File: src/rtl/ibuf_credit_ctrl_pkg.sv
// ---------------------------------------------------------------------------
// ibuf_credit_ctrl_pkg
//   Shared types and helpers for the instruction-buffer credit controller.
//   - IBUF_CREDIT_W      : counter width for a per-warp in-flight count
//   - ibuf_drain_state_t : per-warp drain FSM states (IDLE, DRAIN, DONE)
//   - wis_to_wid()       : maps (warp-in-slot, issue slot) to a warp id
//   Build-time defaults for `IBUF_SIZE and `PERF_CTR_BITS are provided here
//   when the surrounding build has not defined them.
// ---------------------------------------------------------------------------
`ifndef IBUF_SIZE
`define IBUF_SIZE 2
`endif

`ifndef PERF_CTR_BITS
`define PERF_CTR_BITS 16
`endif

package ibuf_credit_ctrl_pkg;

    localparam int IBUF_CREDIT_W = $clog2(`IBUF_SIZE + 1);

    typedef enum logic [1:0] {
        IDLE  = 2'd0,
        DRAIN = 2'd1,
        DONE  = 2'd2
    } ibuf_drain_state_t;

    // Warps are striped across issue slots: slot isw owns warps isw,
    // isw+issue_width, isw+2*issue_width, ...
    function automatic int wis_to_wid(input int wis, input int isw, input int issue_width);
        return wis * issue_width + isw;
    endfunction

endpackage

File: src/rtl/ibuf_credit_warp.sv
// ---------------------------------------------------------------------------
// ibuf_credit_warp
//   One warp's in-flight instruction counter plus its drain FSM.
//   Ports:
//     clk, reset   : clock, asynchronous active-high reset
//     inc          : qualified allocation for this warp (already gated by credit_ok)
//     dec          : an ibuffer pop of this warp this cycle
//     drain_req    : request to drain this warp (ignored unless IDLE)
//     count        : registered in-flight count
//     state        : registered drain FSM state (also serves as debug view)
//     credit_ok    : warp may accept another allocation this cycle
//     underflow    : pop seen while count is zero and no same-cycle alloc
// ---------------------------------------------------------------------------
import ibuf_credit_ctrl_pkg::*;

module ibuf_credit_warp #(
    parameter  int CREDITS = `IBUF_SIZE,
    localparam int CNT_W   = $clog2(CREDITS + 1)
) (
    input  logic              clk,
    input  logic              reset,
    input  logic              inc,
    input  logic              dec,
    input  logic              drain_req,
    output logic [CNT_W-1:0]  count,
    output ibuf_drain_state_t state,
    output logic              credit_ok,
    output logic              underflow
);

    logic [CNT_W-1:0]  count_next;
    ibuf_drain_state_t state_next;

    // Alloc and pop together net to zero, even at count 0.
    always_comb begin
        count_next = count;
        underflow  = 1'b0;
        if (inc && !dec) begin
            count_next = count + CNT_W'(1);
        end else if (dec && !inc) begin
            if (count == '0) begin
                underflow = 1'b1;
            end else begin
                count_next = count - CNT_W'(1);
            end
        end
    end

    // DRAIN looks at the registered count, so a warp that is already empty
    // reaches DONE on its first DRAIN cycle (two cycles after the request).
    always_comb begin
        state_next = state;
        case (state)
            IDLE:    if (drain_req) state_next = DRAIN;
            DRAIN:   if (count == '0) state_next = DONE;
            DONE:    state_next = IDLE;
            default: state_next = IDLE;
        endcase
    end

    always_ff @(posedge clk or posedge reset) begin
        if (reset) begin
            count <= '0;
            state <= IDLE;
        end else begin
            count <= count_next;
            state <= state_next;
        end
    end

    // Registered-only: no same-cycle path from alloc or pop.
    assign credit_ok = (count < CNT_W'(CREDITS)) && (state == IDLE);

endmodule

File: src/rtl/ibuf_credit_ctrl.sv
// ---------------------------------------------------------------------------
// ibuf_credit_ctrl
//   Per-warp credit controller between the warp scheduler and the ibuffer.
//   Tracks in-flight instructions per warp, exports a may-fetch mask and
//   runs a per-warp drain handshake for warp control.
//   Ports:
//     clk, reset       : clock, asynchronous active-high reset
//     alloc_valid/wid  : one fetch dispatched this cycle, and its warp
//     pop_valid/wis    : per issue slot ibuffer pop and its warp-in-slot
//     drain_req        : per-warp one-cycle drain request
//     drain_done       : per-warp one-cycle "drained" pulse
//     warp_credit_ok   : per-warp may-allocate mask
//     idle             : every warp count is zero
//     err_overflow     : sticky, alloc to a warp without credit
//     err_underflow    : sticky, pop of a warp with zero count
//     perf_full_cycles : (IBUF_CREDIT_PERF_EN only) cycles with no warp
//                        allocatable while work is in flight; wraps
//   Optional feature macro: IBUF_CREDIT_PERF_EN
// ---------------------------------------------------------------------------
import ibuf_credit_ctrl_pkg::*;

module ibuf_credit_ctrl #(
    parameter  int CORE_ID     = 0,
    parameter  int NUM_WARPS   = 4,
    parameter  int ISSUE_WIDTH = 2,
    parameter  int CREDITS     = `IBUF_SIZE,
    localparam int NW_WIDTH    = (NUM_WARPS > 1) ? $clog2(NUM_WARPS) : 1,
    localparam int ISSUE_WIS_W = ((NUM_WARPS / ISSUE_WIDTH) > 1) ? $clog2(NUM_WARPS / ISSUE_WIDTH) : 1
) (
    input  logic                               clk,
    input  logic                               reset,
    input  logic                               alloc_valid,
    input  logic [NW_WIDTH-1:0]                alloc_wid,
    input  logic [ISSUE_WIDTH-1:0]             pop_valid,
    input  logic [ISSUE_WIDTH*ISSUE_WIS_W-1:0] pop_wis,
    input  logic [NUM_WARPS-1:0]               drain_req,
    output logic [NUM_WARPS-1:0]               drain_done,
    output logic [NUM_WARPS-1:0]               warp_credit_ok,
    output logic                               idle,
    output logic                               err_overflow,
    output logic                               err_underflow
`ifdef IBUF_CREDIT_PERF_EN
    ,
    output logic [`PERF_CTR_BITS-1:0]          perf_full_cycles
`endif
);

    localparam int CNT_W = $clog2(CREDITS + 1);

    if (CREDITS < 1) begin : g_bad_credits
        $error("ibuf_credit_ctrl core %0d: CREDITS must be >= 1", CORE_ID);
    end

    logic [NUM_WARPS-1:0] alloc_hit;
    logic [NUM_WARPS-1:0] inc;
    logic [NUM_WARPS-1:0] dec;
    logic [NUM_WARPS-1:0] underflow_w;
    logic [CNT_W-1:0]     count [NUM_WARPS];
    ibuf_drain_state_t    warp_state [NUM_WARPS];
    logic                 overflow_evt;

    // Handshake meaning: alloc_valid and each pop_valid bit are already
    // completed transfers (the scheduler/ibuffer applied their own ready),
    // so every asserted bit is counted in the cycle it is seen. An alloc is
    // honoured only when warp_credit_ok for that warp was 1 in that cycle.
    always_comb begin
        alloc_hit = '0;
        dec       = '0;
        for (int w = 0; w < NUM_WARPS; w++) begin
            alloc_hit[w] = alloc_valid && (alloc_wid == NW_WIDTH'(w));
            for (int i = 0; i < ISSUE_WIDTH; i++) begin
                if (pop_valid[i]
                    && wis_to_wid(int'(pop_wis[i*ISSUE_WIS_W +: ISSUE_WIS_W]), i, ISSUE_WIDTH) == w) begin
                    dec[w] = 1'b1;
                end
            end
        end
    end

    assign inc          = alloc_hit & warp_credit_ok;
    assign overflow_evt = alloc_valid && (inc == '0);

    for (genvar w = 0; w < NUM_WARPS; w++) begin : g_warp
        ibuf_credit_warp #(
            .CREDITS (CREDITS)
        ) u_warp (
            .clk       (clk),
            .reset     (reset),
            .inc       (inc[w]),
            .dec       (dec[w]),
            .drain_req (drain_req[w]),
            .count     (count[w]),
            .state     (warp_state[w]),
            .credit_ok (warp_credit_ok[w]),
            .underflow (underflow_w[w])
        );
        assign drain_done[w] = (warp_state[w] == DONE);
    end

    always_comb begin
        idle = 1'b1;
        for (int w = 0; w < NUM_WARPS; w++) begin
            if (count[w] != '0) idle = 1'b0;
        end
    end

    always_ff @(posedge clk or posedge reset) begin
        if (reset) begin
            err_overflow  <= 1'b0;
            err_underflow <= 1'b0;
        end else begin
            err_overflow  <= err_overflow | overflow_evt;
            err_underflow <= err_underflow | (|underflow_w);
        end
    end

`ifdef IBUF_CREDIT_PERF_EN
    // Counts backpressure cycles only: a fully drained core (idle) whose
    // warps are all blocked by drains is not "full".
    always_ff @(posedge clk or posedge reset) begin
        if (reset) begin
            perf_full_cycles <= '0;
        end else if ((warp_credit_ok == '0) && !idle) begin
            perf_full_cycles <= perf_full_cycles + `PERF_CTR_BITS'(1);
        end
    end
`endif

endmodule

File: config.mk
export PLATFORM = sky130hd
export DESIGN_NAME = ibuf_credit_ctrl
export DESIGN_NICKNAME = d
export VERILOG_FILES = /design/src/rtl/ibuf_credit_ctrl_pkg.sv /design/src/rtl/ibuf_credit_warp.sv /design/src/rtl/ibuf_credit_ctrl.sv
export SDC_FILE = /design/constraint.sdc
export NUM_CORES = 1
export LEC_CHECK = 0
export BUFFER_PORTS_ARGS = -buffer_cell sky130_fd_sc_hd__buf_4
export CAP_MARGIN = 20
export CORE_ASPECT_RATIO = 1.4
export CORE_MARGIN = 2
export CORE_UTILIZATION = 57
export CTS_CLUSTER_SIZE = 24
export DETAILED_ROUTE_END_ITERATION = 8
export GPL_TIMING_DRIVEN = 0
export PLACE_DENSITY = 0.88
export SYNTH_ARGS = -nofsm -noshare
export SYNTH_HDL_FRONTEND = slang
export SYNTH_SLANG_ARGS = --single-unit
File: constraint.sdc
create_clock -name clk -period 2.8 [get_ports clk]
set_input_delay 0.14 -clock clk [delete_from_list [all_inputs] [get_ports clk]]
set_output_delay 0.14 -clock clk [all_outputs]
set_load 0.01 [all_outputs]
==> summary.txt, run 1 <==
status = finished clean
Syn Std Cell Area = 1095 um^2
placed insts = 166
Comb power frac = 0.428
cts hold-fix bufs = 1
synthesized flop and latch total = 18
Final Instance Count excl. Fillers = 171
Mean Syn Cell Area = 8.901 um^2
Die Y-Extent = 55.86 um
# nets final = 173
Crit Path Category = reg -> reg
met3 GRT Util = 0.02800
reg-to-reg startpoint = g_warp[0].u_warp.count[1]$_DFFE_PP0P_
Crit Path Max Fanout = 8
CP Launch Point = g_warp[0].u_warp.count[1]$_DFFE_PP0P_
area of the multi-input gates = 545.5 um^2
top cells by instance count after synthesis = dfrtp_1, inv_1, nor2_1, nand2_1, ha_1
asr flop ratio synth = 1.000
Sum Neg Setup Slack = 0 ps
top post-synthesis cells by area = dfrtp_1, ha_1, inv_1
RD Place Congestion = 0.7240
post-cts sizing count = 0
CP arrival = 2260 ps
Setup crit start kind = flop
RR Endpoint = g_warp[0].u_warp.count[1]$_DFFE_PP0P_
Psw = 335.4 uW
Hold Vio Cnt, Final = 0
Pre-antenna DRT Iters = 4
CP max stage delay = 470 ps
worst vdd ir = 0.0004734 V
Congestion Overflow GR = 0
Clock Path Buffers = 2
unrepaired setup endpoints after global routing = no
Yosys top cell by area = dfrtp_1
area delta synth->final = 22.29%
Critical Path, Cell by Cell = or3_4 > or3_4 > ha_1 > nor3b_1 > o21ai_0 > nand2_1
post-synth top area share = 0.4114
Ys Warns = 0
share of layout cells above drive strength 1 = 0.2318
syn nets = 144
final setup fails = 0
maximum clock frequency = 497.3 MHz
Wirelength per Cell = 12.56 um
Post-synth EDFFs = 0
Tcrit/Tclk final = 0.7182
Pins Over Slew Limit = 0
HP Class = in -> reg
clock latency on the worst-skew pair = 310 ps
CP delay by family, top = simple AND/OR/NAND/NOR gates
dpl hpwl = 1727 um
Row Count = 18
met1 usage = 0.2772
vias per cell = 5.404
Antenna diodes = 0
clk sink count = 18
crit-path most repeated cell = or3_4
Post-DRT Antenna Nets = 0
clk slew on worst S/H paths = 100 ps
CTS buffer count = 3
vias in the first global route = 897
Filler cells = 137
Worst-Margin Slew = 685.2 ps
largest net degree at the start of global routing = 19
slowest CP cell = dfrtp_1
met2 usage = 0.3482
antenna violations before repair = 0
Tmin final = 2011 ps
static leakage = 0.0006810 uW
hold path start = drain_req[2]
num ports = 24
initial core utilization = 0.6153
first-iteration detailed-routing DRC count = 27
Cell Int Power = 642.0 uW
WHS Endpoint = g_warp[2].u_warp.state[0]$_DFFE_PP0P_
CP Buf/Inv Count = 0
Clock Power Share = 0.170
GRT busiest layer = met2
Post-synth top flop = dfrtp_1
sw frac = 0.3431
DRC viols = 0
Flop pwr share = 0.402
maxcap violations = 0
Clock Skew = 1.170 ps
htree depth = 1
Reg area = 450.4 um^2
CORE AREA = 1779 um^2
Slew HR = 0.5427
post-CTS setup buffer count = 0
clock root cell = clkbuf_4
Mapped Cells = 123
Die X = 41.04 um
CTS tree = built
Total GRT Usage = 0.2172
die area = 2292 um^2
FF-to-FF setup slack = 790 ps
Pwr Density = 730.0 nW/um^2
sequential share of the synthesized area = 0.4114
Hold Path Cell Cnt = 3
synth unique cells = 26
Worst Reg2Reg Path Length in Cells = 6
critical path required time = 3050 ps
Routed WL = 2147 um
most common cell in the netlist = dfrtp_1
I/O Buffers = 23
vias after detailed routing = 924
first-pass GRT wire length = 3567 um
CP endpoint kind = flop
==> worst min-delay path, cell delays in order <==
cell and delay (ps):
buf_4 110, nor2_1 70, a211oi_1 50
==> metrics by stage <==
stage	setup slack (ps)	hold slack [ps]	cell area (um^2)	util	total power (uW)
after floorplan	944.0	78.57	1095	-	649.3
after global placement	851.3	283.1	1292	0.7264	798.7
after detailed placement	804.6	290.4	1292	0.7264	818.1
after CTS	789.6	95.42	1339	0.7525	984.8
after global routing	705.5	111.7	1339	0.7525	1047
final	789.1	94.48	1339	0.7525	977.3
==> cells in the final DEF (no fill, tap or decap), drive strengths merged <==
master / Yosys / layout
dfrtp: 18 / 18
nor2: 15 / 15
mux2i: 3 / 3
a311oi: 1 / 1
nor4b: 6 / 6
ha: 8 / 8
nor2b: 6 / 6
nor3: 3 / 3
and4: 1 / 1
nor3b: 1 / 1
a211oi: 4 / 4
o31ai: 1 / 1
buf: 4 / 27
o22ai: 3 / 3
nand4: 1 / 1
a31oi: 1 / 1
a21oi: 3 / 3
and4b: 2 / 2
inv: 17 / 17
or3: 2 / 2
o41ai: 1 / 1
nand2b: 3 / 3
o21ai: 6 / 6
nand2: 12 / 12
clkbuf: 1 / 5
dlygate4sd3: 0 / 1
==> layout make-up <==
type / instances / share of cell area
plain buffers: 5 / 0.02617
clock buffers: 4 / 0.02710
well taps: 20 / 0.01869
multi-input cells: 83 / 0.4075
inverters: 17 / 0.04766
flip-flops and latches: 18 / 0.3364
repair buffers: 24 / 0.1364
==> power by group through the flow <==
stage	clock (uW)	sequential (uW)	combinational, uW
finish	166	393	418
global route	179	403	466
CTS	170	391	423
detailed placement	0	397	421
global placement	0	390	409
floorplan	0	379	270
==> cells by family after synthesis <==
logic type,synth area share
buffers and inverters,0.09028
AOI/OAI and AO/OA,0.1143
adders and majority gates,0.09143
DFF,0.4114
and+or+nand+nor,0.2651
muxes,0.02743
==> metal layers <==
| metal | wire length [um] | up-vias |
|---|---|---|
| met5 | 0 | - |
| met4 | 38 | 0 |
| met3 | 94 | 5 |
| met2 | 1091 | 20 |
| met1 | 922 | 424 |
| li1 | - | 475 |
==> flip-flops by register name, indices dropped and copies added (netlist names) <==
signal               count
g_warp.u_warp.state      8
g_warp.u_warp.count      8
err_underflow            1
err_overflow             1
==> worst max-delay path by stage <==
stage                                                 end  slack, ps  cells past startpoint
finish              g_warp[0].u_warp.count[1]$_DFFE_PP0P_        790                      6
global route        g_warp[0].u_warp.count[1]$_DFFE_PP0P_        710                      6
CTS                               err_underflow$_DFF_PP0_        790                      7
detailed placement                err_underflow$_DFF_PP0_        800                      7
global placement                  err_underflow$_DFF_PP0_        850                      6
floorplan           g_warp[0].u_warp.count[1]$_DFFE_PP0P_        940                      6
Power figures use the tool's default switching activity.
==> run 2: changes to the inputs <==
--- a/config.mk
+++ b/config.mk
@@ -5,15 +5,16 @@
 export SDC_FILE = /design/constraint.sdc
 export NUM_CORES = 1
 export LEC_CHECK = 0
+export ABC_AREA = 1
 export BUFFER_PORTS_ARGS = -buffer_cell sky130_fd_sc_hd__buf_4
 export CAP_MARGIN = 20
 export CORE_ASPECT_RATIO = 1.4
 export CORE_MARGIN = 2
-export CORE_UTILIZATION = 57
+export CORE_UTILIZATION = 54
 export CTS_CLUSTER_SIZE = 24
 export DETAILED_ROUTE_END_ITERATION = 8
 export GPL_TIMING_DRIVEN = 0
-export PLACE_DENSITY = 0.88
+export PLACE_DENSITY = 0.84
 export SYNTH_ARGS = -nofsm -noshare
 export SYNTH_HDL_FRONTEND = slang
 export SYNTH_SLANG_ARGS = --single-unit
==> constraint.sdc (replaced) <==
create_clock -name clk -period 1.9 [get_ports clk]
set_input_delay 0.095 -clock clk [delete_from_list [all_inputs] [get_ports clk]]
set_output_delay 0.095 -clock clk [all_outputs]
set_load 0.01 [all_outputs]
==> summary.txt, run 2 <==
status = finished clean (unchanged)
Worst-Margin Slew = 699.5 ps (was 685.2 ps)
Congestion Overflow GR = 0 (unchanged)
Tot Pwr = 1697 uW (was 977.3 uW)
Total GRT Usage = 0.2193 (was 0.2172)
Die X = 43.59 um (was 41.04 um)
vias after detailed routing = 999 (was 924)
CP max stage delay = 420 ps (was 470 ps)
Row Count = 20 (was 18)
fin area = 1471 um^2 (was 1339 um^2)
Crit Path Category = reg -> reg (unchanged)
CP endpoint kind = flop (unchanged)
Routed WL = 2395 um (was 2147 um)
Slew HR = 0.5331 (was 0.5427)
clk slew on worst S/H paths = 110 ps (was 100 ps)
post-synth top area share = 0.3801 (was 0.4114)
CP delay by family, top = simple AND/OR/NAND/NOR gates (unchanged)
Post-DP Area = 1385 um^2 (was 1292 um^2)
Pwr Density = 1153 nW/um^2 (was 730.0 nW/um^2)
post-CTS setup buffer count = 0 (unchanged)
num ports = 24 (unchanged)
RR Endpoint = g_warp[2].u_warp.count[1]$_DFFE_PP0P_ (was g_warp[0].u_warp.count[1]$_DFFE_PP0P_)
Clock Path Buffers = 2 (unchanged)
largest net degree at the start of global routing = 19 (unchanged)
I/O Buffers = 23 (unchanged)
Mean Syn Cell Area = 7.899 um^2 (was 8.901 um^2)
dpl hpwl = 1883 um (was 1727 um)
static leakage = 0.0007968 uW (was 0.0006810 uW)
vias per cell = 4.897 (was 5.404)
first-pass GRT wire length = 4098 um (was 3567 um)
final core occ = 0.6918 (was 0.7525)
Pre-antenna DRT Iters = 4 (unchanged)
final setup fails = 0 (unchanged)
Worst Reg2Reg Path Length in Cells = 8 (was 6)
area delta synth->final = 24.18% (was 22.29%)
Tcrit/Tclk final = 0.8540 (was 0.7182)
htree depth = 1 (unchanged)
most common cell in the netlist = inv_1 (was dfrtp_1)
Syn Std Cell Area = 1185 um^2 (was 1095 um^2)
clk sink count = 18 (unchanged)
RD Place Congestion = 0.7852 (was 0.7240)
Wirelength per Cell = 11.74 um (was 12.56 um)
Mapped Cells = 150 (was 123)
syn nets = 171 (was 144)
hold path start = alloc_valid (was drain_req[2])
Sum Neg Setup Slack = 0 ps (unchanged)
maximum clock frequency = 616.3 MHz (was 497.3 MHz)
Setup crit start kind = flop (unchanged)
vias in the first global route = 1003 (was 897)
clock latency on the worst-skew pair = 310 ps (about the same)
most common cell after layout, fill and taps aside = inv_1 (was buf_4)
# nets final = 204 (was 173)
CTS buffer count = 3 (unchanged)
FF-to-FF setup slack = 280 ps (was 790 ps)
critical path required time = 2110 ps (was 3050 ps)
Post-DRT Antenna Nets = 0 (unchanged)
sequential share of the synthesized area = 0.3801 (was 0.4114)
die area = 2590 um^2 (was 2292 um^2)
biggest registers after layout = g_warp.u_warp.count x8, g_warp.u_warp.state x8 (unchanged)
Yosys top cell by area = dfrtp_1 (unchanged)
Antenna diodes = 0 (unchanged)
Die Y-Extent = 59.43 um (was 55.86 um)
Filler cells = 170 (was 137)
first-iteration detailed-routing DRC count = 15 (was 27)
top post-synthesis cells by area = dfrtp_1, inv_1, ha_1 (was dfrtp_1, ha_1, inv_1)
crit-path most repeated cell = nand2_1 (was or3_4)
cts hold-fix bufs = 5 (was 1)
Ys Warns = 0 (unchanged)
maxcap violations = 0 (unchanged)
Post-synth EDFFs = 0 (unchanged)
Hold Path Cell Cnt = 5 (was 3)
slowest CP cell = dfrtp_1 (unchanged)
unrepaired setup endpoints after global routing = no (unchanged)
Tmin final = 1623 ps (was 2011 ps)
CP arrival = 1830 ps (was 2260 ps)
antenna violations before repair = 0 (unchanged)
Hold Vio Cnt, Final = 0 (unchanged)
post-cts sizing count = 0 (unchanged)
WHS Endpoint = err_overflow$_DFF_PP0_ (was g_warp[2].u_warp.state[0]$_DFFE_PP0P_)
Clock Skew = 4.440 ps (was 1.170 ps)
Post-synth top flop = dfrtp_1 (unchanged)
worst vdd ir = 0.0007868 V (was 0.0004734 V)
HP Class = in -> reg (unchanged)
CP Buf/Inv Count = 1 (was 0)
synthesized flop and latch total = 18 (unchanged)
DRC viols = 0 (unchanged)
top cells by instance count after synthesis = inv_1, dfrtp_1, nand2_1, nor2_1, nand3_1 (was dfrtp_1, inv_1, nor2_1, nand2_1, ha_1)
Pins Over Slew Limit = 0 (unchanged)
CORE AREA = 2127 um^2 (was 1779 um^2)
Critical Path, Cell by Cell = nor2_2 > nand2_1 > nor2_4 > inv_1 > ha_1 > a21oi_2 > nand2_1 > xor2_1 (was or3_4 > or3_4 > ha_1 > nor3b_1 > o21ai_0 > nand2_1)
synth unique cells = 22 (was 26)
hold_ws = 177.6 ps (was 94.48 ps)
initial core utilization = 0.5571 (was 0.6153)
most frequent cells in the layout = inv_1, buf_4, dfrtp_1 (was buf_4, dfrtp_1, inv_1)
clock root cell = clkbuf_4 (unchanged)
reg-to-reg startpoint = g_warp[2].u_warp.state[0]$_DFFE_PP0P_ (was g_warp[0].u_warp.count[1]$_DFFE_PP0P_)
Crit Path Max Fanout = 3 (was 8)
asr flop ratio synth = 1.000 (unchanged)
CTS tree = built (unchanged)
share of layout cells above drive strength 1 = 0.2527 (was 0.2318)
==> run 2: final cells by class <==
cell class                 instances  area (um^2)  area share
tap                               22        27.53     0.01871
multi-input combinational         84        539.3      0.3665
inverter                          44        165.2      0.1122
clock buffer                       4        36.28     0.02466
timing repair buffer              28        222.7      0.1514
sequential                        18        450.4      0.3061
buffer                             4        30.03     0.02041
==> run 2: routing by layer <==
metal	vias up	global-route usage	routed length (um)
met1	463	0.2151	884
li1	513	-	-
met3	5	0.04878	89
met2	18	0.4055	1361
met5	-	0	0
met4	0	0.1299	59
==> run 2: stage by stage <==
| step | setup WS, ps | cells |
|---|---|---|
| global route | 135.9 | 204 |
| detailed placement | 283.9 | 195 |
| CTS | 258.9 | 204 |
| floorplan | 424.2 | 150 |
| global placement | 330.2 | 195 |
| finish | 277.4 | 204 |
==> run 2: worst reg2reg max path: cells and delay by family, from the launching register on <==
| family | cells | cell delay [ps] |
|---|---|---|
| DFF | 1 | 420 |
| buffers and inverters | 1 | 50 |
| and+or+nand+nor | 4 | 450 |
| AOI/OAI and AO/OA | 1 | 150 |
| adders and majority gates | 1 | 300 |
| xor gates and xnor gates | 1 | 150 |
==> run 2: cell families (layout without fill, tap and decap cells) <==
family,after synthesis,count (layout),share of synthesized area
XOR/XNOR,8,8,0.05914
AND/OR/NAND/NOR,56,56,0.2503
adder cells (fa/ha/maj),8,8,0.08448
AO/OA/AOI/OAI,12,12,0.06125
flip-flops,18,18,0.3801
buffers and inverters,48,80,0.1647
==> run 2: worst max path at each step <==
stage,end,startpoint,cells after the start,slack [ps]
final,g_warp[2].u_warp.count[1]$_DFFE_PP0P_,g_warp[2].u_warp.state[0]$_DFFE_PP0P_,8,280
after global routing,g_warp[1].u_warp.count[1]$_DFFE_PP0P_,g_warp[1].u_warp.state[1]$_DFFE_PP0P_,9,140
after CTS,g_warp[3].u_warp.count[1]$_DFFE_PP0P_,g_warp[3].u_warp.state[1]$_DFFE_PP0P_,8,260
after detailed placement,g_warp[3].u_warp.count[1]$_DFFE_PP0P_,g_warp[3].u_warp.state[1]$_DFFE_PP0P_,8,280
after global placement,g_warp[2].u_warp.count[1]$_DFFE_PP0P_,g_warp[2].u_warp.state[0]$_DFFE_PP0P_,8,330
after floorplan,g_warp[3].u_warp.count[1]$_DFFE_PP0P_,g_warp[3].u_warp.state[1]$_DFFE_PP0P_,8,420
==> run 2: where the power goes <==
group	total, uW	leakage (uW)	internal, uW	switching (uW)
Clock	248	0.0000210	117	131
Combinational	784	0.000558	358	426
Sequential	665	0.000218	519	145
Total	1700	0.000797	995	702
==> run 3: changes to the inputs <==
--- a/config.mk
+++ b/config.mk
@@ -14,7 +14,7 @@
 export CTS_CLUSTER_SIZE = 24
 export DETAILED_ROUTE_END_ITERATION = 8
 export GPL_TIMING_DRIVEN = 0
-export PLACE_DENSITY = 0.84
+export PLACE_DENSITY = 0.83
 export SYNTH_ARGS = -nofsm -noshare
 export SYNTH_HDL_FRONTEND = slang
 export SYNTH_SLANG_ARGS = --single-unit
==> summary.txt, run 3 (synthesized netlist as in run 2, its figures left out) <==
worst slack, placed = 301.4 ps (was 283.9 ps)
die area = 2590 um^2 (unchanged)
Total GRT Usage = 0.1934 (was 0.2193)
Tmin final = 1600 ps (was 1623 ps)
FF-to-FF setup slack = 300 ps (was 280 ps)
clock root cell = clkbuf_4 (unchanged)
num ports = 24 (unchanged)
vias per cell = 4.897 (about the same)
RR Endpoint = g_warp[2].u_warp.count[1]$_DFFE_PP0P_ (unchanged)
CORE AREA = 2127 um^2 (unchanged)
Congestion Overflow GR = 0 (unchanged)
DRC viols = 0 (unchanged)
Wirelength per Cell = 10.54 um (was 11.74 um)
Die Y-Extent = 59.43 um (unchanged)
post-cts sizing count = 0 (unchanged)
CP Launch Point = g_warp[2].u_warp.state[0]$_DFFE_PP0P_ (unchanged)
CP endpoint kind = flop (unchanged)
unrepaired setup endpoints after global routing = no (unchanged)
CTS buffer count = 3 (unchanged)
first-pass GRT wire length = 3781 um (was 4098 um)
vias in the first global route = 975 (was 1003)
CP delay by family, top = simple AND/OR/NAND/NOR gates (unchanged)
Clock Skew = 1.933 ps (was 4.440 ps)
largest net degree at the start of global routing = 19 (unchanged)
dpl hpwl = 1722 um (was 1883 um)
CP arrival = 1800 ps (was 1830 ps)
biggest registers after layout = g_warp.u_warp.count x8, g_warp.u_warp.state x8 (unchanged)
clock latency on the worst-skew pair = 300 ps (was 310 ps)
crit-path most repeated cell = nand2_1 (unchanged)
share of layout cells above drive strength 1 = 0.2486 (was 0.2527)
Slew HR = 0.5493 (was 0.5331)
maximum clock frequency = 624.9 MHz (was 616.3 MHz)
Sum Neg Setup Slack = 0 ps (unchanged)
clk sink count = 18 (unchanged)
most frequent cells in the layout = inv_1, buf_4, dfrtp_1 (unchanged)
most common cell after layout, fill and taps aside = inv_1 (unchanged)
CP max stage delay = 420 ps (about the same)
Routed WL = 2139 um (was 2395 um)
CP Buf/Inv Count = 1 (unchanged)
maxcap violations = 0 (unchanged)
Critical Path, Cell by Cell = nor2_2 > nand2_1 > nor2_4 > inv_1 > ha_1 > a21oi_2 > nand2_1 > xor2_1 (unchanged)
Tcrit/Tclk final = 0.8423 (was 0.8540)
static leakage = 0.0007896 uW (was 0.0007968 uW)
worst vdd ir = 0.0006711 V (was 0.0007868 V)
Post-DP Area = 1385 um^2 (unchanged)
Worst Reg2Reg Path Length in Cells = 8 (unchanged)
# nets final = 204 (unchanged)
reg-to-reg startpoint = g_warp[2].u_warp.state[0]$_DFFE_PP0P_ (unchanged)
initial core utilization = 0.5571 (unchanged)
Final WS setup = 299.6 ps (was 277.4 ps)
Crit Path Category = reg -> reg (unchanged)
final core occ = 0.6853 (was 0.6918)
status = finished clean (unchanged)
Hold Path Cell Cnt = 5 (unchanged)
vias after detailed routing = 994 (was 999)
htree depth = 1 (unchanged)
Post-DRT Antenna Nets = 0 (unchanged)
CP Depth = 8 (unchanged)
final setup fails = 0 (unchanged)
Setup crit end = g_warp[2].u_warp.count[1]$_DFFE_PP0P_ (unchanged)
antenna violations before repair = 0 (unchanged)
RD Place Congestion = 0.7689 (was 0.7852)
Pins Over Slew Limit = 0 (unchanged)
clk slew on worst S/H paths = 100 ps (was 110 ps)
I/O Buffers = 23 (unchanged)
first-iteration detailed-routing DRC count = 24 (was 15)
critical path required time = 2100 ps (was 2110 ps)
Setup crit start kind = flop (unchanged)
Crit Path Max Fanout = 3 (unchanged)
area delta synth->final = 23.02% (was 24.18%)
CTS tree = built (unchanged)
slowest CP cell = dfrtp_1 (unchanged)
HP Class = in -> reg (unchanged)
Worst-Margin Slew = 675.2 ps (was 699.5 ps)
fin area = 1458 um^2 (was 1471 um^2)
Die X = 43.59 um (unchanged)
Clock Path Buffers = 2 (unchanged)
hold path start = alloc_valid (unchanged)
Pre-antenna DRT Iters = 4 (unchanged)
Pwr Density = 1107 nW/um^2 (was 1153 nW/um^2)
Row Count = 20 (unchanged)
Hold Vio Cnt, Final = 0 (unchanged)
Antenna diodes = 0 (unchanged)
-- run 3: repair_timing --
action	in CTS	in global routing
setup buffers	0	0
hold endpoints to repair	22	0
hold buffers	5	0
-- run 3: report_power, final --
group | total (uW) | internal (uW) | switching, uW
clock network | 193 | 74.2 | 119
registers | 658 | 520 | 138
logic | 762 | 358 | 404
-- run 3: worst min-delay path by stage --
stage / to
detailed placement: g_warp[2].u_warp.state[1]$_DFFE_PP0P_
global placement: g_warp[2].u_warp.state[0]$_DFFE_PP0P_
CTS: err_overflow$_DFF_PP0_
floorplan: err_overflow$_DFF_PP0_
global route: err_overflow$_DFF_PP0_
finish: err_overflow$_DFF_PP0_
-- run 3: area by class of cell --
class | instances | area (um^2)
multi-input combinational | 84 | 539.3
fill | 168 | 669.4
timing repair buffer | 28 | 222.7
tap | 22 | 27.53
inverter | 44 | 165.2
clock buffer | 3 | 22.52
sequential | 18 | 450.4
buffer | 4 | 30.03
-- run 3: metrics by stage --
step	instances	hold slack, ps	power, uW
final	203	198.4	1613
after CTS	203	190.5	1630
after global routing	203	225.2	1759
after detailed placement	195	248.5	1430
after global placement	195	232.8	1394
after floorplan	150	33.57	1201
-- run 3: worst register-to-register path, stage by stage, from the launching register on --
cell	delay, ps
dfrtp_1	420
nor2_2	130
nand2_1	110
nor2_4	120
inv_1	50
ha_1	290
a21oi_2	140
nand2_1	80
xor2_1	140
-- run 3: metal layers --
metal / global-route usage / part of all wire / vias up
li1: - / - / 510
met1: 0.2162 / 0.40 / 463
met2: 0.3508 / 0.54 / 16
met3: 0.01829 / 0.034 / 5
met4: 0.1039 / 0.025 / 0
met5: 0 / 0 / -
